File: config.mk
export PLATFORM = sky130hd
export DESIGN_NAME = data_bus_reg_slave
export DESIGN_NICKNAME = d
export VERILOG_FILES = /design/src/rtl/data_bus_reg_slave.sv
export SDC_FILE = /design/constraint.sdc
export NUM_CORES = 1
export LEC_CHECK = 0
export CELL_PAD_IN_SITES_DETAIL_PLACEMENT = 0
export CELL_PAD_IN_SITES_GLOBAL_PLACEMENT = 1
export CORE_AREA = 4 4 242 244
export CTS_CLUSTER_SIZE = 20
export DETAILED_ROUTE_END_ITERATION = 7
export DIE_AREA = 0 0 246 248
export GPL_TIMING_DRIVEN = 0
export PLACE_DENSITY = 0.78
export REMOVE_ABC_BUFFERS = 1
export SLEW_MARGIN = 5
export SYNTH_ARGS = -nofsm -noshare
export SYNTH_HDL_FRONTEND = slang
export SYNTH_SLANG_ARGS = --single-unit
export TNS_END_PERCENT = 5
File: constraint.sdc
create_clock -name clk -period 3.2 [get_ports clk]
set_clock_uncertainty 0.15 [all_clocks]
set_input_delay 0.96 -clock clk [delete_from_list [all_inputs] [get_ports clk]]
set_output_delay 0.96 -clock clk [all_outputs]
set_load 0.01 [all_outputs]
File: src/rtl/data_bus_reg_slave.sv
// DATA_BUS responder: terminates req/gnt/rvalid transactions into a bank of
// 32-bit memory-mapped registers (software R/W or hardware-driven read-only).
// One transaction outstanding at a time, grant delayed by WAIT_STATES cycles.
module data_bus_reg_slave #(
    parameter logic [31:0]            BASE_ADDR   = 32'h0000_0000,
    parameter int unsigned            NUM_REGS    = 8,
    parameter int unsigned            WAIT_STATES = 0,
    parameter logic [NUM_REGS-1:0]    RO_MASK     = '0,
    parameter logic [NUM_REGS*32-1:0] RESET_VAL   = '0
) (
    input  logic                     clk,
    input  logic                     rst,
    input  logic                     req,
    input  logic [31:0]              addr,
    input  logic                     we,
    input  logic [3:0]               be,
    input  logic [31:0]              wdata,
    output logic                     gnt,
    output logic                     rvalid,
    output logic                     err,
    output logic [31:0]              rdata,
    output logic [NUM_REGS*32-1:0]   reg_q,
    input  logic [NUM_REGS*32-1:0]   hw_in,
    output logic [NUM_REGS-1:0]      wr_pulse
);

    localparam int unsigned CNT_W = 4;
    localparam logic [31:0] SPAN  = 32'(NUM_REGS * 4);

    typedef enum logic [1:0] {
        S_IDLE = 2'd0,
        S_WAIT = 2'd1,
        S_RESP = 2'd2
    } state_t;

    state_t                  state_r;
    state_t                  state_nxt;
    logic [CNT_W-1:0]        cnt_r;
    logic [CNT_W-1:0]        cnt_nxt;
    logic                    accept;

    logic [31:0]             off;
    logic                    aligned;
    logic                    in_range;
    logic [NUM_REGS-1:0]     hit;
    logic                    ro_hit;
    logic [31:0]             rd_word;
    logic                    dec_err;
    logic                    wr_ok;
    logic [NUM_REGS-1:0]     wr_sel;

    logic [NUM_REGS*32-1:0]  reg_r;

    // State and wait-counter register
    always_ff @(posedge clk) begin
        if (rst) begin
            state_r <= S_IDLE;
            cnt_r   <= '0;
        end else begin
            state_r <= state_nxt;
            cnt_r   <= cnt_nxt;
        end
    end

    // Next-state and grant decision; a dropped req in WAIT abandons the request
    always_comb begin
        state_nxt = state_r;
        cnt_nxt   = cnt_r;
        accept    = 1'b0;
        case (state_r)
            S_IDLE: begin
                if (req) begin
                    if (WAIT_STATES == 0) begin
                        accept    = 1'b1;
                        state_nxt = S_RESP;
                    end else begin
                        cnt_nxt   = CNT_W'(1);
                        state_nxt = S_WAIT;
                    end
                end
            end
            S_WAIT: begin
                if (!req) begin
                    cnt_nxt   = '0;
                    state_nxt = S_IDLE;
                end else if (cnt_r == CNT_W'(WAIT_STATES)) begin
                    accept    = 1'b1;
                    cnt_nxt   = '0;
                    state_nxt = S_RESP;
                end else begin
                    cnt_nxt = cnt_r + CNT_W'(1);
                end
            end
            S_RESP: begin
                state_nxt = S_IDLE;
            end
            default: begin
                cnt_nxt   = '0;
                state_nxt = S_IDLE;
            end
        endcase
        if (rst) begin
            accept = 1'b0;
        end
    end

    assign gnt = accept;

    // Address decode: offset from base, one-hot register hit and read mux
    always_comb begin
        off      = addr - BASE_ADDR;
        aligned  = (off[1:0] == 2'b00);
        in_range = (off < SPAN);
        hit      = '0;
        rd_word  = '0;
        for (int i = 0; i < int'(NUM_REGS); i++) begin
            hit[i] = in_range && (off[31:2] == 30'(i));
            if (hit[i]) begin
                rd_word = RO_MASK[i] ? hw_in[32*i +: 32] : reg_r[32*i +: 32];
            end
        end
        ro_hit  = |(hit & RO_MASK);
        dec_err = !aligned || !in_range || (we && ro_hit);
        wr_ok   = accept && we && !dec_err;
        wr_sel  = wr_ok ? hit : '0;
    end

    // Register bank with byte-enable writes; RO slots are held at zero
    always_ff @(posedge clk) begin
        for (int i = 0; i < int'(NUM_REGS); i++) begin
            if (rst) begin
                reg_r[32*i +: 32] <= RO_MASK[i] ? 32'h0 : RESET_VAL[32*i +: 32];
            end else if (wr_sel[i] && !RO_MASK[i]) begin
                for (int j = 0; j < 4; j++) begin
                    if (be[j]) begin
                        reg_r[32*i + 8*j +: 8] <= wdata[8*j +: 8];
                    end
                end
            end
        end
    end

    assign reg_q = reg_r;

    // Response registered at accept: one-cycle rvalid with err/rdata and write strobe
    always_ff @(posedge clk) begin
        if (rst) begin
            rvalid   <= 1'b0;
            err      <= 1'b0;
            rdata    <= '0;
            wr_pulse <= '0;
        end else begin
            rvalid   <= accept;
            err      <= accept && dec_err;
            rdata    <= (accept && !dec_err && !we) ? rd_word : 32'h0;
            wr_pulse <= wr_sel;
        end
    end

endmodule

==> impl_metrics.env <==
export IMPL_die_w_um=246
export IMPL_cp_buffers_inverters=3
export IMPL_maxCapViolations=0
export IMPL_htreeDepth=2
export IMPL_synth_area_sq_mm=0.0133
export IMPL_violations="setup timing"
export IMPL_p_per_area_mw_per_mm2=446
export IMPL_clockBufferDepth=3
export IMPL_cp_cell_sequence="buf_6 > buf_16 > nor2_4 > buf_12 > and3_1 > nand4_2 > mux2i_1 > nor2_1"
export IMPL_area_delta_synth_final_pct=45.2
export IMPL_drt_iter0_markers=1054
export IMPL_worstSetupEndpointType="flip-flop"
export IMPL_cp_slowest_cell="nand4_2"
export IMPL_drive_gt1_share_pct=11.7
export IMPL_groute_usage_overall_pct=19.2
export IMPL_status="complete, but fails checks"
export IMPL_final_nets=1964
export IMPL_grt_pass1_vias=12400
export IMPL_cp_top_family="simple AND/OR/NAND/NOR gates"
export IMPL_syn_avg_cell_area_sq_um=9.91
export IMPL_postRouteAntennaNets=0
export IMPL_criticalPathCategory="input port to flip-flop"
export IMPL_yosysTopAreaCell="dfxtp_1"
export IMPL_netlist_instances=1339
export IMPL_clk_latency_ns=0.55
export IMPL_numClockSinks=299
export IMPL_drt_pass1_iter_count=5
export IMPL_dp_hpwl_um=41000
export IMPL_gp_congestion=0.823
export IMPL_fin_tns_setup_ns=-5.26
export IMPL_clockRootBuffer="clkbuf_16"
export IMPL_io_buffers=370
export IMPL_yosys_top_cells_area="dfxtp_1, mux2i_1, nor2_1, clkbuf_1, o22ai_1"
export IMPL_irDropWorstVdd_mv=0.460
export IMPL_grt_overflow=0
export IMPL_max_slew_margin_pct=39.0
export IMPL_fp_dieH_um=248
export IMPL_die_area_sq_mm=0.0610
export IMPL_num_vias=12100
export IMPL_synthArstFlopShare_pct=0
export IMPL_routedWlPerCell_um=25.2
export IMPL_critPathMaxFanout=42
export IMPL_routed_wl_um=61000
export IMPL_place_ws_ns=-1.49
export IMPL_grt_antenna_before_repair=6
export IMPL_cts_hold_fix_buffers=0
export IMPL_grt_pass1_wl_um=86800
export IMPL_yosysMostFrequentCell="dfxtp_1"
export IMPL_core_sq_mm=0.0563
export IMPL_hold_class="flip-flop to flip-flop"
export IMPL_synth_common_cells="dfxtp_1, mux2i_1, nor2_1"
export IMPL_start_util_pct=23.6
export IMPL_period_minus_slack_ns=3.42
export IMPL_cp_start_kind="input port"
export IMPL_finalSetupViolCount=74
export IMPL_viasPerCell=5.01
export IMPL_finalWorstSetupSlack_ns=-0.225
export IMPL_finalHoldViolCount=0
export IMPL_rsz0062_at_grt="yes"
export IMPL_io_pins=627
export IMPL_synth_warnings=0
export IMPL_rows=87
export IMPL_path_clk_slew_ns=0.05
export IMPL_cts_buffers=37
export IMPL_yosysTopAreaCellShare_pct=45.1
export IMPL_synth_seq_area_share_pct=45.1
export IMPL_fin_crit_sh_pct=107
export IMPL_drc=0
export IMPL_slowest_delay_ns=0.60
export IMPL_grt_max_degree=141
export IMPL_synth_cell_types=50
export IMPL_cp_required_ns=3.45
export IMPL_tightest_slew_ns=0.913
export IMPL_report_final_slew_viol_count=0
export IMPL_cts_tree="yes"
export IMPL_power_static_leakage_nw=8.50
export IMPL_max_freq_mhz=292
export IMPL_synthFlopType="dfxtp_1"
export IMPL_arrival_ns=3.67
export IMPL_synth_edff_count=0
export IMPL_ys_ff_latch=299
-- state kept, by name, summed over array words and instances, names as in the netlist --
register	count
reg_q	256
state_r	1
err	1
rvalid	1
wr_pulse	8
rdata	32
-- layout make-up --
class	count	area [sq um]
sequential	299	5990
clock inverter	10	135
multi-input combinational	902	6930
timing repair buffer	391	4120
fill	5719	37000
antenna	2	5.00
tap	756	946
clock buffer	56	1120
inverter	5	21.3
-- logic make-up after synthesis --
kind of cell	share of synthesized area [%]
and+or+nand+nor	15.3
AOI/OAI and AO/OA	11.4
buffers and inverters	4.41
DFF	45.1
muxes	23.8
-- layout by cell type, fill, tap and decap left out, types with 3 or more instances in the layout --
| master | instances |
|---|---|
| a211oi_2 | 20 |
| clkbuf_16 | 39 |
| nand3_2 | 8 |
| and4_2 | 3 |
| a211o_1 | 9 |
| o31a_1 | 3 |
| o21ai_0 | 3 |
| a2bb2oi_1 | 5 |
| nor3_1 | 10 |
| a32oi_1 | 17 |
| dfxtp_1 | 299 |
| nor4_1 | 6 |
| nor4_4 | 3 |
| clkbuf_8 | 8 |
| clkinv_2 | 4 |
| nand4_4 | 9 |
| nor2b_1 | 14 |
| nor2_1 | 268 |
| nand2b_1 | 3 |
| buf_12 | 6 |
| clkbuf_1 | 9 |
| a22oi_1 | 6 |
| mux2_2 | 26 |
| bufinv_16 | 3 |
| o22ai_1 | 48 |
| a221oi_1 | 26 |
| nand3b_1 | 4 |
| and3_1 | 27 |
| nand2_1 | 12 |
| o22a_1 | 9 |
| nand4_2 | 12 |
| buf_4 | 9 |
| mux2i_1 | 282 |
| a211oi_1 | 26 |
| buf_16 | 8 |
| o311a_1 | 5 |
| clkdlybuf4s50_1 | 363 |
-- power by group --
part,internal (mW),switching [mW]
Combinational,0.188,0.350
Sequential,3.72,0.000955
Clock,2.66,1.67
Total,6.57,2.02
-- path summary, 6_finish.rpt --
path,depth (start not counted),start,to,slack (ns)
max,8,addr[3],reg_q[27],-0.22
min,2,reg_q[60],reg_q[60],0.37
max reg2reg,7,state_r[1],reg_q[123],0.55
min reg2reg,2,reg_q[60],reg_q[60],0.37
-- through the flow --
step	hold WS [ns]	utilization (%)	area (sq um)	instances	total power [mW]
floorplan	0.385	-	12700	1204	3.94
global placement	0.343	30.8	17400	2330	4.29
detailed placement	0.357	31.5	17700	2344	4.32
CTS	0.370	34.2	19200	2419	8.68
global route	0.394	34.2	19300	2419	8.84
finish	0.368	34.2	19300	2421	8.60
-- repair_timing --
action / in CTS / in global routing
pin swaps: 5 / 1
gates cloned: 3 / 0
endpoints found under the setup margin: 249 / 155
buffers inserted: 6 / 0
gates resized for setup: 44 / 4
-- worst register-to-register path, cell delays in order, from the launching register on --
cell,delay [ns]
dfxtp_1,0.33
or3b_4,0.43
buf_4,0.16
buf_4,0.18
nor3_4,0.52
nand4_4,0.40
mux2i_1,0.26
nor2_1,0.06
-- layer usage --
metal,vias up,part of all wire [%],wire length (um),GRT usage (%)
li1,5430,-,-,-
met1,6002,43,26100,25.1
met2,605,44,26700,29.9
met3,98,11,6540,7.05
met4,6,2.6,1620,5.71
met5,-,0.064,39,0
(Power assumes the default switching activity.)
